--- src/rtl/hazard_ctrl_if.sv ---
// Bundles every signal between the pipeline datapath and the hazard controller.
// Latency: none, wires only.
// Backpressure: none; the controller's own stall/freeze outputs are the backpressure.
// Ports:
//   master - pipeline side: drives ID/EXE fields, branch/memStall status, clearCounters;
//            receives write enables, flushes, state and counters.
//   slave  - hazard controller side, the mirror of master.
interface hazard_ctrl_if #(
    parameter int CNT_W = 16
);
    logic [4:0]       idRs;
    logic [4:0]       idRt;
    logic             idUsesRt;
    logic             exeMemRead;
    logic [4:0]       exeRt;
    logic             exeBranchTaken;
    logic             memStall;
    logic             clearCounters;
    logic             pcWrite;
    logic             ifIdWrite;
    logic             ifIdFlush;
    logic             idExeWrite;
    logic             idExeFlush;
    logic [1:0]       state;
    logic [CNT_W-1:0] stallCount;
    logic [CNT_W-1:0] flushCount;
    logic [CNT_W-1:0] freezeCount;

    modport master (
        output idRs, idRt, idUsesRt, exeMemRead, exeRt, exeBranchTaken, memStall, clearCounters,
        input  pcWrite, ifIdWrite, ifIdFlush, idExeWrite, idExeFlush,
        input  state, stallCount, flushCount, freezeCount
    );

    modport slave (
        input  idRs, idRt, idUsesRt, exeMemRead, exeRt, exeBranchTaken, memStall, clearCounters,
        output pcWrite, ifIdWrite, ifIdFlush, idExeWrite, idExeFlush,
        output state, stallCount, flushCount, freezeCount
    );
endinterface

--- src/rtl/hazard_ctrl_unit.sv ---
// Pipeline hazard controller: load-use stall, taken-branch squash, memory freeze, debug counters.
// Latency: control outputs combinational (same cycle); state/counters one cycle later.
// Backpressure: memStall freezes PC, IF/ID and ID/EXE; a load-use hazard holds PC and IF/ID for one cycle.
// Ports:
//   clk, reset - pipeline clock, asynchronous active-high reset.
//   hz         - hazard_ctrl_if slave: ID/EXE hazard inputs in, pipeline register controls,
//                registered cycle class and saturating performance counters out.
module hazard_ctrl_unit #(
    parameter int CNT_W = 16
) (
    input  logic        clk,
    input  logic        reset,
    hazard_ctrl_if.slave hz
);
    typedef enum logic [1:0] {
        RUN    = 2'd0,
        STALL  = 2'd1,
        FLUSH  = 2'd2,
        FREEZE = 2'd3
    } cls_t;

    cls_t             state_q;
    cls_t             cls;
    logic             lu_haz;
    logic [CNT_W-1:0] stall_cnt;
    logic [CNT_W-1:0] flush_cnt;
    logic [CNT_W-1:0] freeze_cnt;

    // Register 0 is hardwired, so a load to it can never create a dependency.
    assign lu_haz = hz.exeMemRead && (hz.exeRt != 5'd0) &&
                    ((hz.exeRt == hz.idRs) || (hz.idUsesRt && (hz.exeRt == hz.idRt)));

    // Cycle classification in priority order. A STALL is never repeated back to
    // back: after one bubble the load has left EXE, so a still-matching exeRt is stale.
    always_comb begin
        cls = RUN;
        if (hz.memStall) begin
            cls = FREEZE;
        end else if (hz.exeBranchTaken) begin
            cls = FLUSH;
        end else if (lu_haz && (state_q != STALL)) begin
            cls = STALL;
        end
    end

    always_comb begin
        hz.pcWrite    = 1'b1;
        hz.ifIdWrite  = 1'b1;
        hz.ifIdFlush  = 1'b0;
        hz.idExeWrite = 1'b1;
        hz.idExeFlush = 1'b0;
        unique case (cls)
            FREEZE: begin
                hz.pcWrite    = 1'b0;
                hz.ifIdWrite  = 1'b0;
                hz.idExeWrite = 1'b0;
            end
            FLUSH: begin
                hz.ifIdFlush  = 1'b1;
                hz.idExeFlush = 1'b1;
            end
            STALL: begin
                hz.pcWrite    = 1'b0;
                hz.ifIdWrite  = 1'b0;
                hz.idExeFlush = 1'b1;
            end
            default: ;
        endcase
        // Reset overrides combinationally so the pipeline registers clear alongside us.
        if (reset) begin
            hz.pcWrite    = 1'b0;
            hz.ifIdWrite  = 1'b0;
            hz.ifIdFlush  = 1'b1;
            hz.idExeWrite = 1'b0;
            hz.idExeFlush = 1'b1;
        end
    end

    always_ff @(posedge clk or posedge reset) begin
        if (reset) begin
            state_q <= RUN;
        end else begin
            state_q <= cls;
        end
    end

    // Saturating counters; clear wins over increment.
    always_ff @(posedge clk or posedge reset) begin
        if (reset) begin
            stall_cnt  <= '0;
            flush_cnt  <= '0;
            freeze_cnt <= '0;
        end else if (hz.clearCounters) begin
            stall_cnt  <= '0;
            flush_cnt  <= '0;
            freeze_cnt <= '0;
        end else begin
            if ((cls == STALL) && (stall_cnt != '1)) begin
                stall_cnt <= stall_cnt + 1'b1;
            end
            if ((cls == FLUSH) && (flush_cnt != '1)) begin
                flush_cnt <= flush_cnt + 1'b1;
            end
            if ((cls == FREEZE) && (freeze_cnt != '1)) begin
                freeze_cnt <= freeze_cnt + 1'b1;
            end
        end
    end

    assign hz.state       = state_q;
    assign hz.stallCount  = stall_cnt;
    assign hz.flushCount  = flush_cnt;
    assign hz.freezeCount = freeze_cnt;
endmodule

--- src/flat_wrapper.sv ---
// flat-port wrapper written by rule: the top's interface ports become plain ports
module hazard_ctrl_unit_flat 
#(
    parameter int CNT_W = 16
)
  (clk, reset, hz_idRs, hz_idRt, hz_idUsesRt, hz_exeMemRead, hz_exeRt, hz_exeBranchTaken, hz_memStall, hz_clearCounters, hz_pcWrite, hz_ifIdWrite, hz_ifIdFlush, hz_idExeWrite, hz_idExeFlush, hz_state, hz_stallCount, hz_flushCount, hz_freezeCount);
  hazard_ctrl_if #(.CNT_W(CNT_W)) hz_i ();
  input  logic clk;
  input  logic reset;
  input wire logic [$bits(hz_i.idRs)-1:0] hz_idRs;
  input wire logic [$bits(hz_i.idRt)-1:0] hz_idRt;
  input wire logic [$bits(hz_i.idUsesRt)-1:0] hz_idUsesRt;
  input wire logic [$bits(hz_i.exeMemRead)-1:0] hz_exeMemRead;
  input wire logic [$bits(hz_i.exeRt)-1:0] hz_exeRt;
  input wire logic [$bits(hz_i.exeBranchTaken)-1:0] hz_exeBranchTaken;
  input wire logic [$bits(hz_i.memStall)-1:0] hz_memStall;
  input wire logic [$bits(hz_i.clearCounters)-1:0] hz_clearCounters;
  output wire logic [$bits(hz_i.pcWrite)-1:0] hz_pcWrite;
  output wire logic [$bits(hz_i.ifIdWrite)-1:0] hz_ifIdWrite;
  output wire logic [$bits(hz_i.ifIdFlush)-1:0] hz_ifIdFlush;
  output wire logic [$bits(hz_i.idExeWrite)-1:0] hz_idExeWrite;
  output wire logic [$bits(hz_i.idExeFlush)-1:0] hz_idExeFlush;
  output wire logic [$bits(hz_i.state)-1:0] hz_state;
  output wire logic [$bits(hz_i.stallCount)-1:0] hz_stallCount;
  output wire logic [$bits(hz_i.flushCount)-1:0] hz_flushCount;
  output wire logic [$bits(hz_i.freezeCount)-1:0] hz_freezeCount;
  assign hz_i.idRs = hz_idRs;
  assign hz_i.idRt = hz_idRt;
  assign hz_i.idUsesRt = hz_idUsesRt;
  assign hz_i.exeMemRead = hz_exeMemRead;
  assign hz_i.exeRt = hz_exeRt;
  assign hz_i.exeBranchTaken = hz_exeBranchTaken;
  assign hz_i.memStall = hz_memStall;
  assign hz_i.clearCounters = hz_clearCounters;
  assign hz_pcWrite = hz_i.pcWrite;
  assign hz_ifIdWrite = hz_i.ifIdWrite;
  assign hz_ifIdFlush = hz_i.ifIdFlush;
  assign hz_idExeWrite = hz_i.idExeWrite;
  assign hz_idExeFlush = hz_i.idExeFlush;
  assign hz_state = hz_i.state;
  assign hz_stallCount = hz_i.stallCount;
  assign hz_flushCount = hz_i.flushCount;
  assign hz_freezeCount = hz_i.freezeCount;
  hazard_ctrl_unit #(.CNT_W(CNT_W)) u_core (.clk(clk), .reset(reset), .hz(hz_i));
endmodule
--- config.mk ---
export PLATFORM = sky130hd
export DESIGN_NAME = hazard_ctrl_unit_flat
export DESIGN_NICKNAME = d
export VERILOG_FILES = /design/src/rtl/hazard_ctrl_if.sv /design/src/rtl/hazard_ctrl_unit.sv /design/src/flat_wrapper.sv
export SDC_FILE = /design/constraint.sdc
export NUM_CORES = 1
export LEC_CHECK = 0
export CORE_MARGIN = 1
export CORE_UTILIZATION = 48
export CTS_CLUSTER_DIAMETER = 80
export DETAILED_ROUTE_END_ITERATION = 16
export GPL_ROUTABILITY_DRIVEN = 0
export HOLD_SLACK_MARGIN = 0.06
export PLACE_DENSITY = 0.8
export SLEW_MARGIN = 20
export SYNTH_ARGS = -nofsm -noshare
export SYNTH_HDL_FRONTEND = slang
export SYNTH_SLANG_ARGS = --single-unit
--- constraint.sdc ---
create_clock -name clk -period 2.87 [get_ports clk]
set_input_delay 0.574 -clock clk [delete_from_list [all_inputs] [get_ports clk]]
set_output_delay 0.574 -clock clk [all_outputs]
set_load 0.03 [all_outputs]
# == After elaboration in Yosys (flattened, before gate mapping) ==
# Index checks and enable logic that the tools add are counted.
# word_totals
in_bits,22
register_bits,50
elab_cells,47
# op_classes
n_reduce_logical,14
n_eq_ne,9
muxes,17
n_addsub,3
# ops
op,count
16-bit 2-to-1 mux,6
"16-bit by 1-bit adder with 16-bit output, second input constant",3
"16-bit != test, second input constant",3
5-bit == test,2
1-bit 2-to-1 mux,9
1-bit logical AND,7
2-bit nonzero test,3
5-bit nonzero test,1
"2-bit == test, second input constant",2
2-bit 2-to-1 mux,2
2-bit OR reduction,2
"2-bit by 1-bit == test with 1-bit output, second input constant",1
"2-bit by 1-bit != test with 1-bit output, second input constant",1
1-bit logical OR,1

# == Logic depth before layout (Yosys ltp) ==
# Gate-level depths: netlist of run 1.
# logic_depth
word_depth,12
depth_mapped,9
depth_no_buf,7

# == Least setup slack after synthesis of run 1 ==
# No wires, ideal clock.
# synth_timing
path_type,input port to output port
from,input reset
to,output hz_idExeFlush
stages,3
arrival_ns,2.618
setup_slack_ns,-0.322
path_cell_list,inv_1 > nand2_1 > o21bai_1
# synth_between
elab_chain_cells,1
# synth_lines
element,line,rtl
from (decl),flat_wrapper.sv:9,input logic reset;
1-bit 2-to-1 mux,hazard_ctrl_unit.sv:70,if (reset) begin
to (decl),flat_wrapper.sv:22,output wire logic [$bits(hz_i.idExeFlush)-1:0] hz_idExeFlush;
# Every way passes these cells.

# == Final worst setup path of run 1 ==
# layout_timing
from,input hz_idRs[3]
to,output hz_idExeFlush
# layout_between
elab_chain_cells,11
# layout_lines
element,line,rtl
from (decl),flat_wrapper.sv:10,input wire logic [$bits(hz_i.idRs)-1:0] hz_idRs;
5-bit == test (*),hazard_ctrl_unit.sv:31,((hz.exeRt == hz.idRs) || (hz.idUsesRt && (hz.exeRt == hz.idRt)));
1-bit logical OR (*),hazard_ctrl_unit.sv:31,
1-bit logical AND (*),hazard_ctrl_unit.sv:30,assign lu_haz = hz.exeMemRead && (hz.exeRt != 5'd0) &&
1-bit logical AND (*),hazard_ctrl_unit.sv:41,end else if (lu_haz && (state_q != STALL)) begin
1-bit 2-to-1 mux (*),hazard_ctrl_unit.sv:41,
2-bit 2-to-1 mux (*),hazard_ctrl_unit.sv:39,end else if (hz.exeBranchTaken) begin
2-bit 2-to-1 mux (*),hazard_ctrl_unit.sv:37,if (hz.memStall) begin
2-bit == test or 2-bit by 1-bit == test with 1-bit output (tied branches),hazard_ctrl_unit.sv:52,unique case (cls)
2-bit OR reduction (no source line) (*),-,
1-bit 2-to-1 mux (*),hazard_ctrl_unit.sv:52,
1-bit 2-to-1 mux (*),hazard_ctrl_unit.sv:70,
# Every way passes the cells marked *; elsewhere a longest branch is shown, timed or not.

==> summary.md, run 1 <==
| Metric | Value |
|---|---|
| Outcome | completed |
| Yosys reg bits | 50 |
| Overflow left after global routing | 0 |
| Pin count of the biggest net entering global routing | 51 |
| H-Tree Depth | 2 |
| Diode count | 0 |
| Worst Hold Class | flip-flop to flip-flop |
| Final Max Slew Viols | 0 |
| Final period util | 96.8% |
| Port-buffer cells | 76 |
| Initial Utilization | between 40% and 50% |
| CTS Buf Count | 5 |
| Power Density | roughly 350 nW/µm² |
| Tmin final | between 2000 and 3000 ps |
| Post-Syn Nets | 321 |
| Fin Clk Skew | 7.61 ps |
| Detailed Route Iter0 Violations | 122 |
| Antenna-violating nets left | 0 |
| Fin Setup TNS | 0 ps |
| Die area | 5960 µm² |
| Routed vias/inst | 5.35 |
| CTS root buf | clkbuf_8 |
| Worst skew pair latency | 300 ps |
| Total track usage | 22.9% |
| Count of cell types in the netlist | 36 |
| Syn_area_per_cell | 9.18 µm² |
| Unrepaired setup endpoints after global routing | false |
| Met3 usage | 4.88% |
| Critical path peak fanout | 3 |
| Via count | 2443 |
| FMAX | 0.360 GHz |
| Worst-margin pin slew | roughly 650 ps |
| Crit path capture type | primary output |
| Final Hold Fails | 0 |
| Drt first pass iters | 5 |
| DRC viols | 0 |
| Most frequent cells in the layout | clkdlybuf4s50_1 (58), dfrtp_1 (50), nor2_1 (42) |
| Post-Syn Area | about 2700 µm² |
| Maxcap violations | 0 |
| Most common cell after layout, fill and taps aside | clkdlybuf4s50_1 |
| Worst hold slack | 568 ps |
| Core area | about 5500 µm² |
| Die width | 77.2 µm |
| CP Data Required Time | 2300 ps |
| Worst EP arrival | 2210 ps |
| Share of post-route cells with drive strength above 1 | between 10% and 20% |
| TritonCTS clock tree | done |
| Relative slew slack | 56.5% |
| Leak | 0.00153 µW |
| Met1 GRT Util | 29.3% |
| IR drop worst, VDD | 0.000315 V |
| CP Launch Type | primary input |
| Filler instances | between 400 and 500 |
| Final WL | 6.33 mm |
| Critical path type | primary input to primary output |
| DP HPWL | 4.51 mm |
| # IOs | 77 |
| Register area share after synthesis | between 40% and 50% |
| # hold bufs at CTS | 0 |
| # nets final | 409 |
| Clk pin slew, worst setup/hold paths | 90 ps |
| FP Rows | 27 |
| Synth Instances | 296 |
| Busiest grt layer | met2 |
| CTS Buffer Depth | 2 |
| YS warnings | 0 |
| Clock tree sinks | 50 |
| Top_reg_cell synth | dfrtp_1 |
| Die H | 77.2 µm |
| First-pass GRT wire length | 11.0 mm |
| Wirelength per Cell | 13.8 µm |
| Initial antenna violation count | 0 |
| Post-synth EDFFs | 0 |
| Vias in the first global route | ~2300 |
| Synth async-reset ratio | 100% |
| M2 GR Usage | 39.0% |
| Area Overhead vs Synth | 37.4% |
| Final setup fails | 0 |
[per-stage QoR]
stage          utilization [%]  total power [µW]  setup WS [ps]  cell area, µm²  std cells
3_3_place_gp              66.0               880           -630            3610        446
2_1_floorplan                -               807           28.1            2720        296
4_1_cts                   67.9              1310           3.39            3710        457
6_report                  68.2              1290           90.6            3730        457
5_1_grt                   68.2              1350           21.7            3730        457
3_5_place_dp              66.0               884           -682            3610        446
[cell type report]
cell class / count / area (µm²) / share of cell area (%)
Clock buffer: 6 / 82.6 / 2.21
Clock inverter: 2 / 12.5 / 0.335
Inverter: 5 / 22.5 / 0.603
Multi-Input combinational cell: 229 / 1420 / 38.1
Sequential cell: 50 / 1250 / 33.5
Tap cell: 72 / 90.1 / 2.41
Timing Repair Buffer: 93 / 852 / 22.8
[kinds of logic (layout without fill, tap and decap cells)]
kind of cell             after synthesis  count (layout)  share of synthesized area [%]
buffers and inverters                 17             106                           2.63
AO/OA/AOI/OAI                         31              31                           6.26
flip-flops                            50              50                           46.1
AND/OR/NAND/NOR                      152             152                           29.2
adder cells (fa/ha/maj)                3               3                           1.38
XOR/XNOR                              36              36                           11.6
multiplexers                           7               7                           2.86
[cell usage after synthesis (8+ instances only)]
cell / count / area, µm²
dfrtp_1: 50 / 1250
nor2_1: 42 / 158
xor2_1: 24 / 210
nand2_1: 20 / 75.1
nand4_1: 16 / 100
a21oi_1: 15 / 75.1
nand3_1: 15 / 75.1
xnor2_1: 12 / 105
nor3_1: 11 / 55.1
o21ai_0: 11 / 55.1
or3_1: 9 / 56.3
clkbuf_1: 8 / 30.0
[power by group]
part	internal (µW)	switching [µW]
logic	65.2	85.5
registers	710	6.43
clock network	194	232
total	969	324
[worst max-delay path: stages]
cell	delay (ps)
clkdlybuf4s50_1	410
xor2_1	160
nor2_1	90
a32oi_1	80
or4_4	570
o21bai_1	140
buf_4	180
[per-layer routing]
| layer | vias to the layer above | wire, µm |
|---|---|---|
| met1 | 1162 | 2870 |
| met5 | - | 0 |
| met3 | 6 | 322 |
| met4 | 0 | 76 |
| met2 | 57 | 3060 |
| li1 | 1218 | - |
[registers in the layout, indices dropped and copies added, names as in the netlist]
name	count
u_core.hz.freezeCount	16
u_core.hz.state	2
u_core.hz.flushCount	16
u_core.hz.stallCount	16
[path summary, 6_finish.rpt]
| kind | start | slack (ps) | endpoint | depth (start not counted) |
|---|---|---|---|---|
| max | hz_idRs[3] | 90 | hz_idExeFlush | 7 |
| min | u_core.hz.stallCount[14] | 570 | u_core.hz.stallCount[14] | 2 |
| max reg2reg | u_core.hz.stallCount[0] | 620 | u_core.hz.stallCount[12] | 8 |
| min reg2reg | u_core.hz.stallCount[14] | 570 | u_core.hz.stallCount[14] | 2 |
| max in group asynchronous | reset | 1610 | u_core.hz.flushCount[8] | 3 |
| min in group asynchronous | reset | 840 | u_core.hz.freezeCount[12] | 3 |
[timing repair]
action / CTS / global route
resized for setup: 28 / 24
setup buffers: 4 / 0
pin swaps: 9 / 10
cloned: 0 / 0
endpoints found under the setup margin: 3 / 7
Power figures use the tool's default switching activity.
==> run 2: changes to the inputs <==
- SETUP_SLACK_MARGIN: not set -> 0.02
==> run 2 against run 1 <==
- sequential power about the same
- combinational power increased by 4%
- clock-buffer cell count unchanged
- first-iteration DRC count increased by 3.3%
- largest cell class unchanged
==> summary.md, run 2 (synthesized netlist as in run 1, its figures left out) <==
| Metric | Value |
|---|---|
| Die area | 5960 µm² (unchanged) |
| FMAX | 0.358 GHz (was 0.360 GHz) |
| Overflow left after global routing | 0 (unchanged) |
| Via count | 2472 (was 2443) |
| H-Tree Depth | 2 (unchanged) |
| Clk pin slew, worst setup/hold paths | 90 ps (about the same) |
| CP Data Required Time | 2300 ps (about the same) |
| IR drop worst, VDD | 0.000316 V (was 0.000315 V) |
| Final period util | 97.3% (was 96.8%) |
| Tmin final | 2790 ps (was 2780 ps) |
| DP HPWL | 4.51 mm (unchanged) |
| First-pass GRT wire length | 11.0 mm (about the same) |
| Worst Hold Path EP | u_core.hz.stallCount[14] (unchanged) |
| Worst-margin pin slew | 634 ps (was 647 ps) |
| FF-to-FF End | u_core.hz.stallCount[11] (was u_core.hz.stallCount[12]) |
| Final setup fails | 0 (unchanged) |
| Hold path startpoint | u_core.hz.stallCount[14] (unchanged) |
| Diode count | 0 (unchanged) |
| CTS Buf Count | 5 (unchanged) |
| WHS Path Cells | 2 (unchanged) |
| Final Hold Fails | 0 (unchanged) |
| DRC viols | 0 (unchanged) |
| Die width | 77.2 µm (unchanged) |
| Die H | 77.2 µm (unchanged) |
| Final Max Slew Viols | 0 (unchanged) |
| Relative slew slack | 57.4% (was 56.5%) |
| Worst EP arrival | 2220 ps (was 2210 ps) |
| Worst hold slack | 568 ps (about the same) |
| Initial antenna violation count | 0 (unchanged) |
| Total track usage | 22.9% (about the same) |
| Worst R2R Path Depth | 7 (was 8) |
| Most frequent cells in the layout | clkdlybuf4s50_1 (57), dfrtp_1 (50), nor2_1 (42) (was clkdlybuf4s50_1 (58), dfrtp_1 (50), nor2_1 (42)) |
| Core area | 5470 µm² (unchanged) |
| Multi-input gate area | 1460 µm² (was 1420 µm²) |
| Critical path peak fanout | 3 (unchanged) |
| Pin count of the biggest net entering global routing | 51 (unchanged) |
| Outcome | completed (unchanged) |
| Clock tree sinks | 50 (unchanged) |
| Crit path capture type | primary output (unchanged) |
| CP Launch Type | primary input (unchanged) |
| Worst skew pair latency | 300 ps (about the same) |
| Maxcap violations | 0 (unchanged) |
| Filler instances | 470 (was 474) |
| # IOs | 77 (unchanged) |
| Final WL | 6.39 mm (was 6.33 mm) |
| Critical path type | primary input to primary output (unchanged) |
| Reg2reg setup slack | 630 ps (was 620 ps) |
| Share of post-route cells with drive strength above 1 | 15.6% (was 14.0%) |
| Port-buffer cells | 76 (unchanged) |
| Wirelength per Cell | 14.0 µm (was 13.8 µm) |
| Drt first pass iters | 4 (was 5) |
| Unrepaired setup endpoints after global routing | false (unchanged) |
| Routed vias/inst | 5.41 (was 5.35) |
| Final Util | 68.8% (was 68.2%) |
| FP Rows | 27 (unchanged) |
| Worst Hold Class | flip-flop to flip-flop (unchanged) |
| FF+latch area | 1250 µm² (unchanged) |
| Area Overhead vs Synth | 38.7% (was 37.4%) |
| Antenna-violating nets left | 0 (unchanged) |
| Most common cell after layout, fill and taps aside | clkdlybuf4s50_1 (unchanged) |
| TritonCTS clock tree | done (unchanged) |
| Fin Clk Skew | 3.83 ps (was 7.61 ps) |
| CTS root buf | clkbuf_8 (unchanged) |
| # hold bufs at CTS | 0 (unchanged) |
| Vias in the first global route | 2335 (was 2342) |
| Worst r2r src | u_core.hz.stallCount[6] (was u_core.hz.stallCount[0]) |
| Leak | 0.00154 µW (was 0.00153 µW) |
| Detailed Route Iter0 Violations | 126 (was 122) |
| CTS Buffer Depth | 2 (unchanged) |
| Initial Utilization | 49.6% (unchanged) |
| Power Density | 345 nW/µm² (was 346 nW/µm²) |
| # nets final | 409 (unchanged) |
run 2: area by class of cell:
cell class | instances | area share [%]
Clock inverter | 2 | 0.332
Tap cell | 72 | 2.39
Inverter | 5 | 0.598
Sequential cell | 50 | 33.2
Multi-Input combinational cell | 229 | 38.7
Timing Repair Buffer | 93 | 22.6
Clock buffer | 6 | 2.19
run 2: stage by stage:
stage | setup slack, ps | instance area, µm² | cells | setup TNS, ps | total power (µW)
floorplan | 28.1 | 2720 | 296 | 0 | 807
global placement | -630 | 3610 | 446 | -2290 | 880
detailed placement | -682 | 3610 | 446 | -2430 | 884
CTS | 49.2 | 3710 | 457 | 0 | 1310
global route | 1.83 | 3770 | 457 | 0 | 1360
finish | 76.3 | 3770 | 457 | 0 | 1300
run 2: how the worst max path moves through the flow:
stage / from / endpoint / slack (ps) / cells after the start
final: hz_idRt[1] / hz_idExeFlush / 80 / 6
after global routing: hz_exeRt[0] / hz_idExeFlush / 2 / 7
after CTS: hz_exeRt[3] / hz_ifIdWrite / 50 / 7
after detailed placement: hz_exeRt[3] / hz_ifIdWrite / -680 / 7
after global placement: hz_exeRt[3] / hz_ifIdWrite / -630 / 7
after floorplan: hz_exeRt[3] / hz_idExeFlush / 30 / 5
run 2: routing by layer:
| layer | vias up | track usage [%] | part of all wire, % |
|---|---|---|---|
| met5 | - | 0 | 0 |
| met4 | 0 | 6.23 | 1.2 |
| met3 | 6 | 4.88 | 5.2 |
| met2 | 59 | 38.9 | 49 |
| met1 | 1188 | 29.2 | 45 |
| li1 | 1219 | - | - |
run 2: what timing repair did:
action	4_1_cts	5_1_grt
pin swaps	11	10
setup endpoints to repair	3	6
buffers inserted	4	0
resized for setup	39	22
run 2: report_power, final:
group	total (µW)	switching, µW	internal, µW
Clock	426	232	194
Combinational	157	89.5	67.2
Sequential	716	6.42	710
run 2: worst max-delay path, stage by stage:
cell and delay, ps:
clkdlybuf4s50_1 490, xnor2_2 120, a32oi_2 140, or4_4 570, o21bai_1 140, buf_4 180
==> variant 1, RTL diff (flow settings as in run 1) <==
`CNT_W` is set to 16 in 3 places; all go to 32.
--- a/src/rtl/hazard_ctrl_if.sv
+++ b/src/rtl/hazard_ctrl_if.sv
@@ -7,5 +7,5 @@
 //   slave  - hazard controller side, the mirror of master.
 interface hazard_ctrl_if #(
-    parameter int CNT_W = 16
+    parameter int CNT_W = 32
 );
     logic [4:0]       idRs;
--- a/src/rtl/hazard_ctrl_unit.sv
+++ b/src/rtl/hazard_ctrl_unit.sv
@@ -7,5 +7,5 @@
 //                registered cycle class and saturating performance counters out.
 module hazard_ctrl_unit #(
-    parameter int CNT_W = 16
+    parameter int CNT_W = 32
 ) (
     input  logic        clk,
--- a/src/flat_wrapper.sv
+++ b/src/flat_wrapper.sv
@@ -2,5 +2,5 @@
 module hazard_ctrl_unit_flat 
 #(
-    parameter int CNT_W = 16
+    parameter int CNT_W = 32
 )
   (clk, reset, hz_idRs, hz_idRt, hz_idUsesRt, hz_exeMemRead, hz_exeRt, hz_exeBranchTaken, hz_memStall, hz_clearCounters, hz_pcWrite, hz_ifIdWrite, hz_ifIdFlush, hz_idExeWrite, hz_idExeFlush, hz_state, hz_stallCount, hz_flushCount, hz_freezeCount);
Ports: changed (resized hz_flushCount, hz_freezeCount and hz_stallCount); port bits go from 77 to 125. No check against the original RTL was run, so the function may have changed too.
==> variant 1 against run 1 <==
  * Combinational power is 28% higher
  * Sequential cell count is 48 higher
  * Cell count is 86% higher
  * Worst setup slack worse by 0.025 ns
  * Wire length is 120% higher
  * Die area is 99% higher
  * Final area is 94% higher
  * Power is 120% higher
  * Register-to-register slack better by 0.02 ns
  * Synthesized area is 100% higher
  * Global-route usage is 1.9 points higher
  * Clock skew hardly changed
  * Clock power grew to 3.1 times the old value
  * Worst hold slack better by 0.0054 ns
==> variant 1: results (changes against run 1) <==
cts:
  cts_buffers: 9  # +4
  root_buffer: "clkbuf_16"
  cts_sinks: 98  # +96%
  cts_resized: 6  # -79%
  h-tree-depth: 3  # +1
power_and_ir_drop:
  max-vdd-ir-drop_mv: 0.274  # -13%
worst_setup_path:
  worst_ep_arrival_time_ns: 2.23  # +0.02 ns
  cp_slowest_stage_delay_ns: 0.48  # -0.09 ns
  r2r_setup_slack_ns: 0.64  # +0.02 ns
  r2r-end: "u_core.hz.stallCount[30]$_DFFE_PP0P_"
hold_path:
  min-delay-start: "u_core.hz.flushCount[21]$_DFFE_PP0P_"
final_layout:
  nNonClkBuffers: 139  # +49%
  clkCellAreaFrac_pct: 4.43  # +1.9 points
  nNonClkInverters: 9  # +4
  multi_input_area_um2: 2890  # +100%
  num-clock-buffers: 13  # +7
  buf_share_pct: 18.8  # -4.0 points
yosys:
  synth_fa_ha_area_share_pct: 0.685  # -0.70 points
  muxShareOfSynthArea_pct: 0.365  # -2.5 points
  ys_seq_area_share_pct: 44.7  # -1.3 points
  synth-compound-area-share_pct: 8.95  # +2.7 points
  ys_top_cells_by_area: "dfrtp_1, xnor2_1, xor2_1"
sta:
  relSlewSlack_pct: 50.8  # -5.7 points
  fin_worst_skew_ns: 0.00761  # +0.00000203 ns
drt:
  first_iter_violations: 366  # +200%
  wl_met3_um: 678  # +110%
  wl_met1_um: 6070  # +110%
grt:
  met1_usage_pct: 32.8  # +3.4 points
  grt_use_met3_pct: 4.96  # +0.080 points
status:
  status: "completed"
## variant 1: how the worst max path moves through the flow
stage                     depth (start not counted)             to  slack [ns]         from
after floorplan                                   3  hz_idExeFlush       -0.56        reset
after global placement                            6  hz_idExeFlush      -0.009  hz_exeRt[0]
after detailed placement                          6     hz_pcWrite       -0.08  hz_exeRt[0]
after CTS                                         7     hz_pcWrite        0.04  hz_exeRt[4]
after global routing                              6  hz_idExeFlush       0.008  hz_exeRt[3]
final                                             6  hz_idExeFlush        0.07  hz_exeRt[3]
## variant 1: metrics by stage
stage	power (W)	instances	TNS [ns]	worst slack, ns	area [um^2]
global placement	0.00161	834	-0.0142	-0.00881	6890
floorplan	0.00153	579	-0.919	-0.563	5500
detailed placement	0.00162	834	-0.255	-0.0767	6890
global route	0.00300	849	0	0.00797	7240
CTS	0.00292	849	0	0.0362	7230
finish	0.00289	849	0	0.0654	7240
==> variant 2, RTL diff (settings of run 1) <==
Made on the original files. Reset style: synchronous (`reset`), changed in 2 clocked blocks. Comments in the files are not updated.
--- a/src/rtl/hazard_ctrl_unit.sv
+++ b/src/rtl/hazard_ctrl_unit.sv
@@ -77,5 +77,5 @@
     end
 
-    always_ff @(posedge clk or posedge reset) begin
+    always_ff @(posedge clk) begin
         if (reset) begin
             state_q <= RUN;
@@ -86,5 +86,5 @@
 
     // Saturating counters; clear wins over increment.
-    always_ff @(posedge clk or posedge reset) begin
+    always_ff @(posedge clk) begin
         if (reset) begin
             stall_cnt  <= '0;
Check against the original RTL: differs if reset is asserted again (counterexample within 4 cycles, from zero or initial values and one cycle with reset high); with reset held inactive, the same outputs for 10 cycles.
==> variant 2 against run 1 <==
  * Global-route usage is essentially flat
  * Sequential cell count is the same
  * Via count grew 5.3%
  * Largest cell class unchanged
  * Worst setup slack gained 0.018 ns
  * Power grew 2.6%
  * Final area shrank 3.7%
  * First-iteration DRC count shrank 20%
  * Synthesized cell count grew 4.4%
  * Die area shrank 3.5%
  * Synthesized area shrank 3.5%
  * Wire length grew 4.4%
==> variant 2: results (changes against run 1) <==
status:
  status: "completed"
placement:
  io_buffers: 76  # unchanged
  dp_cells: 451  # +1.1%
  dp_hpwl_um: 4600  # +2.2%
  dp_slack_ns: -0.0409  # +0.641 ns
  place_area_um2: 3460  # -4.2%
drt:
  first_pass_iters: 4  # -1
  vias: 2573  # +5.3%
  vias_per_cell: 5.61  # +4.9%
  first_iter_violations: 97  # -20%
  avgRoutedWirePerCell_um: 14.4  # +3.9%
worst_setup_path:
  cp_top_family: "buffers and inverters"
  path_max_fanout: 3  # unchanged
  crit_path_top_delay_cell: "clkdlybuf4s50_1"
  cp_slowest_stage_delay_ns: 0.55  # -0.02 ns
  worst_ep_arrival_time_ns: 2.19  # -0.02 ns
final_layout:
  num_antenna_cells: 0  # unchanged
  nNetsFinal: 413  # +0.98%
  drive_gt1_share_pct: 7.97  # -6.1 points
yosys:
  synthCells: 309  # +4.4%
  yosys_warnings: 0  # unchanged
  synth_fp_nets: 334  # +4.0%
  synth_common_cells: "dfxtp_1, nor2_1, xnor2_1"
  synthArstFlopShare_pct: 0  # -100 points
  ys_seq_area_share_pct: 38.2  # -7.9 points
  ys_types: 47  # +31%
  ys_top_cells_by_area: "dfxtp_1, xnor2_1, nor2_1"
cts:
  cts_buffers: 5  # unchanged
  h-tree-depth: 2  # unchanged
  clock_latency_ns: 0.30  # about the same
  root_buffer: "clkbuf_8"
  cts_max_path_buffers: 2  # unchanged
  clk_pin_slew_worst_paths_ns: 0.09  # about the same
  cts_resized: 2  # -93%
  cts_setup_buffers: 0  # -4
sta:
  tightest_slew_ns: 0.831  # +0.183 ns
  fin_worst_skew_ns: 0.00884  # +0.00123 ns
grt:
  grtUsageTotal_pct: 22.9  # about the same
  grt_max_degree: 38  # -25%
  first_global_vias: 2265  # -3.3%
  grt_pass1_wl_um: 10100  # -8.1%
  antenna_found_initial: 0  # unchanged
power_and_ir_drop:
  leakage_nw: 1.20  # -21%
  pwr-share-seq_pct: 52.8  # -2.6 points
  comb_power_share_pct: 10.5  # -1.2 points
  p_int_w: 0.00102  # +5.6%
  max-vdd-ir-drop_mv: 0.281  # -11%
  p_seq_w: 0.000700  # -2%
hold_path:
  worst_hold_path_type: "reg2reg"
[variant 2: layer usage]
layer  wire [um]  share of wire, %  vias to the layer above  global-route usage (%)
met5           0                 0                        -                       0
met2        3190                48                       83                    40.9
met3         465               7.0                        6                    4.63
met4          55              0.83                        0                    6.58
met1        2890                44                     1194                    27.8
li1            -                 -                     1290                       -
[variant 2: path summary, 6_finish.rpt]
kind | start | to | slack (ns) | cells after the start
setup / recovery | hz_exeRt[4] | hz_idExeFlush | 0.11 | 7
hold / removal | u_core.hz.stallCount[11]$_SDFFE_PP0P_ | u_core.hz.stallCount[11]$_SDFFE_PP0P_ | 0.50 | 2
setup reg to reg | u_core.hz.stallCount[8]$_SDFFE_PP0P_ | u_core.hz.stallCount[15]$_SDFFE_PP0P_ | 0.69 | 5
hold reg to reg | u_core.hz.stallCount[11]$_SDFFE_PP0P_ | u_core.hz.stallCount[11]$_SDFFE_PP0P_ | 0.50 | 2
[variant 2: cells by family (layout without fill, tap and decap cells)]
logic type / Yosys count / in the layout / synth area share (%)
AND/OR/NAND/NOR: 139 / 139 / 28.6
flip-flops: 50 / 50 / 38.2
AO/OA/AOI/OAI: 54 / 54 / 13.8
adder cells (fa/ha/maj): 3 / 3 / 1.43
buffers and inverters: 23 / 103 / 4.11
XOR/XNOR: 30 / 30 / 10.0
multiplexers: 10 / 10 / 3.82
[variant 2: area by class of cell]
| type | instances | area, um^2 |
|---|---|---|
| clock inverters | 1 | 30.0 |
| fillers | 441 | 1580 |
| inverters | 8 | 30.0 |
| repair buffers | 87 | 841 |
| clock buffers | 7 | 76.3 |
| flip-flops and latches | 50 | 1000 |
| multi-input cells | 236 | 1530 |
| well taps | 70 | 87.6 |
